**src/rtl/ber_pkg.sv**
```systemverilog
// ber_pkg: shared definitions for the BER tester datapath.
// Holds the run-sequencer state encoding and the default word / counter
// widths that the generator, checker and sequencer agree on.
package ber_pkg;

    // Run sequencer states, in the order a normal run visits them.
    typedef enum logic [2:0] {
        ST_IDLE = 3'd0,
        ST_INIT = 3'd1,
        ST_ACQ  = 3'd2,
        ST_RUN  = 3'd3,
        ST_DONE = 3'd4
    } ber_state_e;

    localparam int BER_WIDTH   = 32;    // PRBS word width
    localparam int BER_CNT_W   = 48;    // bit / error accumulator width
    localparam int BER_WIN_W   = 32;    // window length width (words)
    localparam int BER_LOCK_TO = 1024;  // ACQ cycles before lock timeout

endpackage

```
**src/rtl/popcount.sv**
```systemverilog
// popcount: purely combinational count of set bits in a vector.
// Ports:
//   vec   in  WIDTH                 vector to count
//   count out clog2(WIDTH+1)        number of ones in vec
module popcount #(
    parameter int WIDTH = 32,
    localparam int OUT_W = $clog2(WIDTH + 1)
) (
    input  logic [WIDTH-1:0] vec,
    output logic [OUT_W-1:0] count
);

    always_comb begin
        count = '0;
        for (int i = 0; i < WIDTH; i++) begin
            count = count + OUT_W'(vec[i]);
        end
    end

endmodule

```
**src/rtl/ber_test_ctrl.sv**
```systemverilog
// ber_test_ctrl: sequencer for one BER measurement run.
// Holds the PRBS generator in reset while idle, resyncs the checker, waits
// for checker lock, then accumulates bit and errored-bit counts over a
// programmable window of compared words.
//
// Handshake: the checker side is valid-only. A word is consumed on every
// clk edge where chk_valid=1, the sequencer is in RUN and chk_locked=1;
// there is no back-pressure. start/abort are single-cycle level requests.
//
// Ports:
//   clk, reset                 clock, synchronous active-high reset
//   start, abort               run control from the host
//   win_words [WIN_W]          window length in words (0 = until abort)
//   chk_locked, chk_valid      checker status
//   chk_err [WIDTH]            per-bit mismatch vector
//   gen_reset, gen_en          generator control
//   chk_resync                 checker resync request
//   busy, done                 run status (done is a 1-cycle pulse)
//   timeout, lock_lost         sticky end-of-run reasons
//   bit_count, err_count [CNT_W] results (err_count saturates)
//   state_dbg                  current sequencer state, for observation
module ber_test_ctrl
    import ber_pkg::*;
#(
    parameter int WIDTH   = BER_WIDTH,
    parameter int CNT_W   = BER_CNT_W,
    parameter int WIN_W   = BER_WIN_W,
    parameter int LOCK_TO = BER_LOCK_TO
) (
    input  logic             clk,
    input  logic             reset,
    input  logic             start,
    input  logic             abort,
    input  logic [WIN_W-1:0] win_words,
    input  logic             chk_locked,
    input  logic             chk_valid,
    input  logic [WIDTH-1:0] chk_err,
    output logic             gen_reset,
    output logic             gen_en,
    output logic             chk_resync,
    output logic             busy,
    output logic             done,
    output logic             timeout,
    output logic             lock_lost,
    output logic [CNT_W-1:0] bit_count,
    output logic [CNT_W-1:0] err_count,
    output ber_state_e       state_dbg
);

    localparam int PC_W = $clog2(WIDTH + 1);
    localparam int LT_W = (LOCK_TO > 1) ? $clog2(LOCK_TO) : 1;

    ber_state_e       state, state_nxt;
    logic [WIN_W-1:0] win_q;
    logic [WIN_W-1:0] word_cnt;
    logic [LT_W-1:0]  lock_timer;
    logic [PC_W-1:0]  err_bits;
    logic [CNT_W:0]   err_wide;
    logic [CNT_W-1:0] err_sum;
    logic             start_ok;
    logic             word_ok;
    logic             set_timeout;
    logic             set_lock_lost;

    popcount #(.WIDTH(WIDTH)) u_popcount (
        .vec   (chk_err),
        .count (err_bits)
    );

    assign start_ok = (state == ST_IDLE) && start && !abort;
    // A word counts only while locked; the cycle lock drops is discarded.
    assign word_ok  = (state == ST_RUN) && chk_valid && chk_locked;

    // One extra carry bit detects overflow so the error count sticks at all-ones.
    assign err_wide = {1'b0, err_count} + (CNT_W + 1)'(err_bits);
    assign err_sum  = err_wide[CNT_W] ? '1 : err_wide[CNT_W-1:0];

    assign busy      = (state != ST_IDLE);
    assign state_dbg = state;

    always_comb begin
        state_nxt     = state;
        set_timeout   = 1'b0;
        set_lock_lost = 1'b0;
        gen_reset     = 1'b0;
        gen_en        = 1'b0;
        chk_resync    = 1'b0;
        case (state)
            ST_IDLE: begin
                gen_reset = 1'b1;
                if (start_ok) state_nxt = ST_INIT;
            end
            ST_INIT: begin
                gen_reset  = 1'b1;
                chk_resync = 1'b1;
                state_nxt  = abort ? ST_DONE : ST_ACQ;
            end
            ST_ACQ: begin
                gen_en = 1'b1;
                if (abort) begin
                    state_nxt = ST_DONE;
                end else if (chk_locked) begin
                    state_nxt = ST_RUN;
                end else if (lock_timer == LT_W'(LOCK_TO - 1)) begin
                    set_timeout = 1'b1;
                    state_nxt   = ST_DONE;
                end
            end
            ST_RUN: begin
                gen_en = 1'b1;
                if (abort) begin
                    state_nxt = ST_DONE;
                end else if (!chk_locked) begin
                    set_lock_lost = 1'b1;
                    state_nxt     = ST_DONE;
                end else if (chk_valid && (win_q != '0) &&
                             (word_cnt + WIN_W'(1) == win_q)) begin
                    state_nxt = ST_DONE;
                end
            end
            ST_DONE: begin
                state_nxt = ST_IDLE;
            end
            default: begin
                state_nxt = ST_IDLE;
            end
        endcase
    end

    always_ff @(posedge clk) begin
        if (reset) begin
            state      <= ST_IDLE;
            win_q      <= '0;
            word_cnt   <= '0;
            lock_timer <= '0;
            done       <= 1'b0;
            timeout    <= 1'b0;
            lock_lost  <= 1'b0;
            bit_count  <= '0;
            err_count  <= '0;
        end else begin
            state      <= state_nxt;
            done       <= (state == ST_DONE);
            // Timer runs only in ACQ so every acquisition starts from zero.
            lock_timer <= (state == ST_ACQ) ? lock_timer + LT_W'(1) : '0;
            if (start_ok) begin
                win_q     <= win_words;
                word_cnt  <= '0;
                bit_count <= '0;
                err_count <= '0;
                timeout   <= 1'b0;
                lock_lost <= 1'b0;
            end else begin
                if (set_timeout)   timeout   <= 1'b1;
                if (set_lock_lost) lock_lost <= 1'b1;
                if (word_ok) begin
                    word_cnt  <= word_cnt + WIN_W'(1);
                    bit_count <= bit_count + CNT_W'(WIDTH);
                    err_count <= err_sum;
                end
            end
        end
    end

endmodule

```
**config.mk**
```make
export PLATFORM = sky130hd
export DESIGN_NAME = ber_test_ctrl
export DESIGN_NICKNAME = d
export VERILOG_FILES = /design/src/rtl/ber_pkg.sv /design/src/rtl/popcount.sv /design/src/rtl/ber_test_ctrl.sv
export SDC_FILE = /design/constraint.sdc
export NUM_CORES = 1
export LEC_CHECK = 0
export CAP_MARGIN = 15
export CORE_ASPECT_RATIO = 0.75
export CORE_UTILIZATION = 26
export DETAILED_ROUTE_END_ITERATION = 7
export GPL_TIMING_DRIVEN = 1
export PLACE_DENSITY = 0.41
export SYNTH_ARGS = -nofsm -noshare
export SYNTH_HDL_FRONTEND = slang
export SYNTH_SLANG_ARGS = --single-unit
```
**constraint.sdc**
```tcl
create_clock -name clk -period 22.2 [get_ports clk]
set_input_delay 6.66 -clock clk [delete_from_list [all_inputs] [get_ports clk]]
set_output_delay 6.66 -clock clk [all_outputs]
set_load 0.1 [all_outputs]
```
==> flow_summary.json <==
{
  "status": "finished, final reports clean",
  "tightest_slew_ns": 1.08,
  "die_h_um": 170,
  "grt_pass1_wl_mm": 46.4,
  "initial_core_util_pct": 26.3,
  "cts_tree": "done",
  "ctsLongestPathBuffers": 2,
  "cts_buffers": 17,
  "syn_avg_cell_area_sq_um": 8.18,
  "final_hold_viol_count": 0,
  "antenna_left": 0,
  "cp.arrival_ns": 14.00,
  "clk_pin_slew_worst_paths_ns": 0.07,
  "post_cts_buffers": 0,
  "drive_gt1_share_pct": 4.84,
  "grt_pass1_vias": 8256,
  "p_leak_nw": 4.35,
  "final_cell_mix": "171 x dfxtp_1, 170 x clkdlybuf4s50_1, 142 x nand2_1",
  "place_inst": 1816,
  "wl_per_cell_um": 15.7,
  "fmax_mhz": 73.4,
  "min_period_ns": 13.62,
  "final_net_count": 1443,
  "power.internal_w": 0.000669,
  "layout_commonest_cell": "dfxtp_1",
  "pwr-share-clk_pct": 31.9,
  "worstPathCellList": "clkdlybuf4s50_1 -> ha_1 -> inv_1 -> fa_1 -> fa_1 -> fa_1 -> fa_1 -> fa_1 -> fa_1 -> fa_1 -> fa_1 -> inv_1 -> a21o_1 -> a21oi_1 -> xnor2_1 -> ha_1 -> inv_1 -> o21a_1 -> nor4_4 -> nand3_1 -> buf_4 -> o21a_1 -> nor2_1",
  "fillers": 3917,
  "rsz0062_at_grt": "false",
  "min_path_type": "flip-flop to flip-flop",
  "combinationalPowerShare_pct": 37.2,
  "drt-pass1-iter-count": 4,
  "critPathKind": "primary input to flip-flop",
  "synth_seq_cells": 171,
  "total_power_w": 0.00106,
  "synthFlopType": "dfxtp_1",
  "syn_to_final_growth_pct": 28.1,
  "gr-total-overflow": 0,
  "synth_edf_count": 0,
  "viasPerCell": 4.66,
  "critPathSlowestCell": "nand3_1",
  "pwr_density_cell_mw_per_mm2": 84.5,
  "worst_skew_pair.late_latency_ns": 0.45,
  "drt_iter0_drc": 527,
  "synth_cells": 1193,
  "io_pins": 176,
  "slew_viol_final": 0,
  "netlist_area_sq_mm": 0.00975,
  "async_reset_ff_share_pct": 0,
  "die_w_um": 226,
  "cts_resized": 0,
  "hold_buffers": 0,
  "grt_max_degree": 86,
  "num_vias": 8606,
  "fin_cells": 1848,
  "gp_congestion": 0.824,
  "cts.sinks": 171,
  "worstPathMaxFanout": 24,
  "relSlewSlack_pct": 27.9,
  "timing.hold.ws_ns": 0.470,
  "setup_viol": 0,
  "seqPwrFrac_pct": 30.9,
  "seq_area_frac_synth_pct": 35.1,
  "required_ns": 22.58,
  "drc": 0,
  "critPathCaptureType": "flip-flop",
  "core_sq_mm": 0.0370,
  "final_core_util_pct": 33.7,
  "skew_ns": 0.0107,
  "switching_share_pct": 36.6,
  "ys_types": 67,
  "start_kind": "primary input",
  "row_count": 61,
  "dp_hpwl_mm": 21.5,
  "yosysWarnings": 0,
  "portBuffers": 170,
  "dieArea_sq_mm": 0.0383,
  "p_sw_w": 0.000387,
  "fin_crit_sh_pct": 61.3,
  "path_common_cell": "fa_1",
  "antenna_found_initial": 1,
  "grt_use_total_pct": 15.6,
  "wl_mm": 29.1,
  "drv_cap": 0,
  "max_stage_delay_ns": 0.65,
  "tns_ns": 0,
  "max-vdd-ir-drop_v": 0.0000689,
  "antenna_cells": 0,
  "ctsHtreeMaxLevel": 4,
  "cts-root-buf": "clkbuf_16"
}
-- power by group through the flow --
stage / sequential [W] / combinational [W] / clock (W)
floorplan: 0.000340 / 0.000303 / 0
global placement: 0.000334 / 0.000397 / 0
detailed placement: 0.000334 / 0.000398 / 0
CTS: 0.000326 / 0.000400 / 0.000346
global route: 0.000328 / 0.000448 / 0.000358
finish: 0.000326 / 0.000393 / 0.000337
-- Yosys cell counts (all sizes together) (6+ instances only) --
library cell	n	area [sq um]
a21oi	102	510
a31oi	17	106
and2	13	82.6
and3	25	158
and4	24	211
buf	18	134
clkbuf	43	176
dfxtp	171	3420
fa	25	500
ha	17	213
inv	69	259
mux2i	6	60.1
nand2	142	533
nand2b	11	68.8
nand3	55	280
nand4	37	238
nor2	108	410
nor2b	6	37.5
nor3	25	125
nor4	26	218
o21ai	33	165
or3	23	150
or4	7	60.1
xnor2	66	578
xor2	76	666
-- metal layers --
layer	up-vias	track usage [%]	wire (um)
met2	176	22.6	12300
met1	4044	22.4	14800
met4	2	3.90	230
met3	15	4.33	1760
li1	4369	-	-
met5	-	0	13
-- state kept, by name, summed over array words and instances, names as in the netlist, 3 cells and up --
| name | flops |
|---|---|
| err_count | 48 |
| lock_timer | 10 |
| bit_count | 43 |
| state_dbg | 3 |
| word_cnt | 32 |
| win_q | 32 |
-- critical path: cells and delay by family --
| kind | cells | cell delay, ns |
|---|---|---|
| simple gates | 3 | 1.20 |
| compound gates | 4 | 0.57 |
| buf+inv | 5 | 1.11 |
| fa+ha+maj | 10 | 4.32 |
| xor+xnor | 1 | 0.13 |
-- through the flow --
stage               worst slack [ns]  instance area [sq um]
detailed placement              8.07                  11800
global placement                8.20                  11800
CTS                             8.54                  12500
floorplan                       9.50                   9770
finish                          8.58                  12500
global route                    8.16                  12500
-- worst paths after layout --
kind                 start            end  slack [ns]  depth (start not counted)
max             chk_err[0]   err_count[9]        8.58                         23
min          lock_timer[0]  lock_timer[0]        0.47                          1
max reg2reg    word_cnt[2]   state_dbg[1]       18.91                          6
min reg2reg  lock_timer[0]  lock_timer[0]        0.47                          1
-- cell families after synthesis --
logic type / share of synthesized area (%)
simple gates: 27.6
compound gates: 10.8
flops: 35.1
xor+xnor: 12.8
buf+inv: 5.84
fa+ha+maj: 7.31
mux: 0.616
other cells: 0.0384
-- final cells by class --
cell class / instances / area, sq um / share of cell area (%)
Multi-Input combinational cell: 896 / 5790 / 46.3
Sequential cell: 171 / 3420 / 27.4
Timing Repair Buffer: 176 / 1750 / 14.0
Tap cell: 504 / 631 / 5.05
Clock buffer: 18 / 439 / 3.52
Inverter: 69 / 259 / 2.07
Clock inverter: 14 / 208 / 1.66
Note: power is estimated with default switching activity, not from simulation.
